<file path="src/rtl/demux_1to3_buf_pkg.sv">
// Shared definitions for the 1-to-3 demux and its sibling 3-to-1 select mux.
package demux_1to3_buf_pkg;

  localparam int unsigned NUM_CH     = 3;
  localparam int unsigned DROP_CNT_W = 8;

  typedef enum logic [1:0] {
    SEL_CH0  = 2'b00,
    SEL_CH1  = 2'b01,
    SEL_CH2  = 2'b10,
    SEL_NONE = 2'b11
  } sel_e;

  function automatic logic [NUM_CH-1:0] sel_onehot(input sel_e sel);
    logic [NUM_CH-1:0] oh;
    oh = '0;
    case (sel)
      SEL_CH0: oh = 3'b001;
      SEL_CH1: oh = 3'b010;
      SEL_CH2: oh = 3'b100;
      default: oh = '0;
    endcase
    return oh;
  endfunction

endpackage

</file>
<file path="src/rtl/demux_1to3_buf_slot.sv">
// One-entry channel buffer; a write wins over a same-cycle drain so full stays set.
module demux_slot #(
  parameter int unsigned size = 32
) (
  input  logic            clk_i,
  input  logic            rst_i,
  input  logic            wr_en,
  input  logic [size-1:0] wr_data,
  input  logic            rd_i,
  output logic            full_o,
  output logic [size-1:0] data_o
);

  logic            full_q;
  logic [size-1:0] buf_q;

  always_ff @(posedge clk_i) begin
    if (rst_i) begin
      full_q <= 1'b0;
      buf_q  <= '0;
    end else if (wr_en) begin
      full_q <= 1'b1;
      buf_q  <= wr_data;
    end else if (rd_i) begin
      // buf_q holds its last value after a drain
      full_q <= 1'b0;
    end
  end

  assign full_o = full_q;
  assign data_o = buf_q;

endmodule

</file>
<file path="src/rtl/demux_1to3_buf.sv">
// Registered 1-to-3 demux: select decode, input handshake and drop counter
// around three independent one-entry channel buffers.
module demux_1to3_buf
  import demux_1to3_buf_pkg::*;
#(
  parameter int unsigned size = 32
) (
  input  logic                  clk_i,
  input  logic                  rst_i,
  input  logic [size-1:0]       data_i,
  input  logic [1:0]            select_i,
  input  logic                  valid_i,
  output logic                  ready_o,
  output logic [size-1:0]       data0_o,
  output logic [size-1:0]       data1_o,
  output logic [size-1:0]       data2_o,
  output logic [NUM_CH-1:0]     valid_o,
  input  logic [NUM_CH-1:0]     ready_i,
  output logic                  drop_o,
  output logic [DROP_CNT_W-1:0] drop_cnt_o
);

  sel_e              sel;
  logic [NUM_CH-1:0] target;
  logic [NUM_CH-1:0] full;
  logic [NUM_CH-1:0] wr_en;
  logic              accept;
  logic              drop_hit;
  logic [size-1:0]   slot_data [NUM_CH];

  logic                  drop_q;
  logic [DROP_CNT_W-1:0] drop_cnt_q;

  assign sel    = sel_e'(select_i);
  assign target = sel_onehot(sel);

  // Addressed channel may accept when empty or when it drains this same cycle.
  always_comb begin
    ready_o = 1'b0;
    if (!rst_i) begin
      if (sel == SEL_NONE) ready_o = 1'b1;
      else                 ready_o = |(target & (~full | ready_i));
    end
  end

  always_comb begin
    accept   = valid_i && ready_o;
    wr_en    = {NUM_CH{accept}} & target;
    drop_hit = accept && (sel == SEL_NONE);
  end

  for (genvar k = 0; k < NUM_CH; k++) begin : g_slot
    demux_slot #(.size(size)) u_slot (
      .clk_i   (clk_i),
      .rst_i   (rst_i),
      .wr_en   (wr_en[k]),
      .wr_data (data_i),
      .rd_i    (ready_i[k]),
      .full_o  (full[k]),
      .data_o  (slot_data[k])
    );
  end

  always_ff @(posedge clk_i) begin
    if (rst_i) begin
      drop_q     <= 1'b0;
      drop_cnt_q <= '0;
    end else begin
      drop_q <= drop_hit;
      if (drop_hit && (drop_cnt_q != '1))
        drop_cnt_q <= drop_cnt_q + 1'b1;
    end
  end

  assign valid_o    = full;
  assign data0_o    = slot_data[0];
  assign data1_o    = slot_data[1];
  assign data2_o    = slot_data[2];
  assign drop_o     = drop_q;
  assign drop_cnt_o = drop_cnt_q;

endmodule

</file>
<file path="config.mk">
export PLATFORM = sky130hd
export DESIGN_NAME = demux_1to3_buf
export DESIGN_NICKNAME = d
export VERILOG_FILES = /design/src/rtl/demux_1to3_buf_pkg.sv /design/src/rtl/demux_1to3_buf_slot.sv /design/src/rtl/demux_1to3_buf.sv
export SDC_FILE = /design/constraint.sdc
export NUM_CORES = 1
export LEC_CHECK = 0
export CAP_MARGIN = 25
export CELL_PAD_IN_SITES_DETAIL_PLACEMENT = 1
export CELL_PAD_IN_SITES_GLOBAL_PLACEMENT = 1
export CORE_MARGIN = 4
export CORE_UTILIZATION = 31
export DETAILED_ROUTE_END_ITERATION = 10
export MAX_ROUTING_LAYER = met4
export PLACE_DENSITY = 0.85
export SYNTH_ARGS = -nofsm -noshare
export SYNTH_HDL_FRONTEND = slang
export SYNTH_HIERARCHICAL = 1
export SYNTH_SLANG_ARGS = --single-unit
</file>
<file path="constraint.sdc">
create_clock -name clk_i -period 1.83 [get_ports clk_i]
set_clock_uncertainty 0.2 [all_clocks]
set_input_delay 0.366 -clock clk_i [delete_from_list [all_inputs] [get_ports clk_i]]
set_output_delay 0.366 -clock clk_i [all_outputs]
set_load 0.01 [all_outputs]
</file>
==> results.cfg <==
[global_routing]
busiest_layer = met2
grt_pass1_wl_mm = 20.5
antenna_found_initial = 0
grt_pass1_vias = 3848
met2_usage_pct = 28.8
grt_max_degree = 68
overflow = 0
grt_util_met3_pct = 3.64
grtUsageMet1_pct = 19.4
grt_usage_pct = 16.8

[place]
hpwl_mm = 8.87
place_congestion = 0.784
io_buffers = 148
place_inst = 713

[floorplan]
die-area_sq_um = 15500
core_sq_um = 13200
start_util_pct = 31.7
die_w_microns = 124
rows = 42
io_pins = 149
fp.dieH_microns = 124

[clock_network]
cts_buffers = 9
cts.reportedPaths.clkPinSlew_ns = 0.07
clockRootBuffer = clkbuf_16
cts_tree = built
h-tree-depth = 3
clockBufferDepth = 2
clk_latency_ns = 0.34
clock-sinks = 108

[synth]
netlist_instances = 385
yosysWarnings = 6
seq_area_frac_synth_pct = 51.5
synth_nets = 426
ys_ff_latch = 108
synth-edff-count = 0
synth_cell_types = 39
synth_ff_type = dfxtp_1
syn_area_sq_um = 4200
async_flop_share_pct = 0
syn_avg_cell_area_sq_um = 10.9

[sta]
slew-limit-headroom_pct = 53.5
hold_ws_ns = 0.267
hold_violations = 0
finalSetupViolCount = 39
fin_crit_ns = 1.97
worst_slack_ns = -0.142
worstMarginPinSlew_ns = 0.698
rsz0062_at_grt = yes
post-route-period-util_pct = 108
slew_viol_final = 0
max_freq_mhz = 507

[finish]
layout.nets = 605
utilization_pct = 51.4
num_antenna_cells = 0
area_growth_syn_to_layout_pct = 62.1
seqCellArea_sq_um = 2180
drive_above_1_share_pct = 18.8
multi_input_area_sq_um = 1880
final_cells = 745
fillers = 1446

[pwr]
clockPowerShare_pct = 42.8
pwr-share-seq_pct = 47.2
switching_share_pct = 22.0
leakagePower_nw = 3.53
peakVddDrop_v = 0.000432
powerDensity_nw_per_um2 = 756
p_comb_share_pct = 10.0
internal-power_w = 0.00401
power.switching_w = 0.00113

[critical_path]
reg2reg_slack_ns = -0.09
endpoint_kind = primary output
critical_path_class = flip-flop to primary output
cp-start-kind = flip-flop
required_ns = 1.26
path_max_fanout = 2
reg2regPathDepth = 7
arrival_ns = 1.41

[status]
violations = negative setup slack
status = finished, violations left

[drt]
drtAntennaViolNets = 0
drt_iter0_markers = 119
num_vias = 3452
drt_drc_violations_left = 0
first_pass_iters = 4
post_drt_wl_per_cell_microns = 18.2
routed_wl_mm = 13.5
viasPerCell = 4.63

[flow_run]
cap_violations = 0

[min_path]
hp-class = input port to flip-flop
hold_depth = 4
cells by family (layout without fill, tap and decap cells):
kind of cell / count (synthesis) / in the layout / share of synthesized area, %
AOI/OAI and AO/OA: 19 / 19 / 3.85
DFF: 108 / 108 / 51.5
buffers and inverters: 36 / 220 / 7.78
muxes: 100 / 100 / 23.9
and+or+nand+nor: 121 / 121 / 12.6
adders and majority gates: 1 / 1 / 0.298
cell type report:
| class | count | area share, % |
|---|---|---|
| inverter | 10 | 0.552 |
| clock inverter | 6 | 1.66 |
| multi-input combinational | 241 | 27.6 |
| clock buffer | 10 | 3.37 |
| timing repair buffer | 194 | 31.6 |
| sequential | 108 | 32.0 |
| tap | 176 | 3.24 |
path summary, 6_finish.rpt:
check	from	end
worst min-delay path	rst_i	drop_cnt_o[5]
worst min register to register	g_slot[0].u_slot/data_o[30]	g_slot[0].u_slot/data_o[30]
worst max register to register	g_slot[0].u_slot/full_o	g_slot[0].u_slot/data_o[12]
worst max-delay path	g_slot[0].u_slot/full_o	ready_o
synthesized netlist by cell type (2+ instances only):
cell | instances | share of area (%)
dfxtp_1 | 108 | 52
mux2i_1 | 98 | 23
nor2_1 | 97 | 8.7
buf_12 | 9 | 4.3
inv_1 | 9 | 0.81
buf_2 | 6 | 0.72
clkbuf_1 | 6 | 0.54
a21oi_1 | 5 | 0.60
buf_6 | 5 | 1.3
nand2_1 | 5 | 0.45
nand2b_1 | 3 | 0.45
nor2b_1 | 3 | 0.45
a2111oi_0 | 2 | 0.42
a211oi_1 | 2 | 0.36
nand3_1 | 2 | 0.24
nand4_1 | 2 | 0.30
flip-flops by register name, indices dropped and copies added, names as in the netlist:
register              flops
g_slot.u_slot/full_o      3
drop_cnt_o                8
drop_o                    1
g_slot.u_slot/data_o     96
placed cells by master, fill, tap and decap left out, types with 3 or more instances in the layout:
cell              n
buf_12            7
nor2_1           96
mux2i_2          14
buf_4            19
nand2_1           4
mux2i_1          82
nand2b_1          3
buf_6            15
inv_1             8
dlygate4sd2_1    41
dlymetal6s2s_1   53
clkdlybuf4s50_1  50
a2111oi_4         3
buf_16            3
bufinv_16         3
clkbuf_16        12
a21oi_1           3
dfxtp_2           8
clkinvlp_4        3
dfxtp_1          99
power by group through the flow:
stage | clock network (W) | logic, W | registers [W]
3_5_place_dp | 0 | 0.000467 | 0.00248
5_1_grt | 0.00236 | 0.000552 | 0.00243
2_1_floorplan | 0 | 0.000182 | 0.00250
4_1_cts | 0.00227 | 0.000496 | 0.00243
3_3_place_gp | 0 | 0.000452 | 0.00248
6_report | 0.00220 | 0.000515 | 0.00243
repair_timing:
action / 4_1_cts / 5_1_grt
setup buffers: 8 / 3
hold buffers: 0 / 0
setup endpoints to repair: 136 / 129
endpoints found under the hold margin: 0 / 0
pin swaps: 4 / 3
gates cloned: 4 / 3
gates resized for setup: 83 / 86
critical path: stages, from the launching register on:
cell	delay, ns
dfxtp_2	0.33
or3b_4	0.39
a21oi_4	0.14
a311oi_2	0.05
buf_2	0.16
layer usage:
layer	part of all wire (%)	vias to the layer above	routed length, microns
met2	53	100	7130
li1	-	1664	-
met5	0	-	0
met1	42	1674	5690
met4	1.2	0	166
met3	3.9	14	528
through the flow:
step	setup TNS (ns)	area, sq um	power, W	worst slack, ns
floorplan	0	4240	0.00268	0.00510
global placement	-52.23	5930	0.00293	-0.761
detailed placement	-57.95	5930	0.00295	-0.775
CTS	-0.702	6490	0.00519	-0.152
global route	-5.15	6800	0.00535	-0.191
finish	-1.96	6800	0.00514	-0.142
Power figures use the tool's default switching activity.
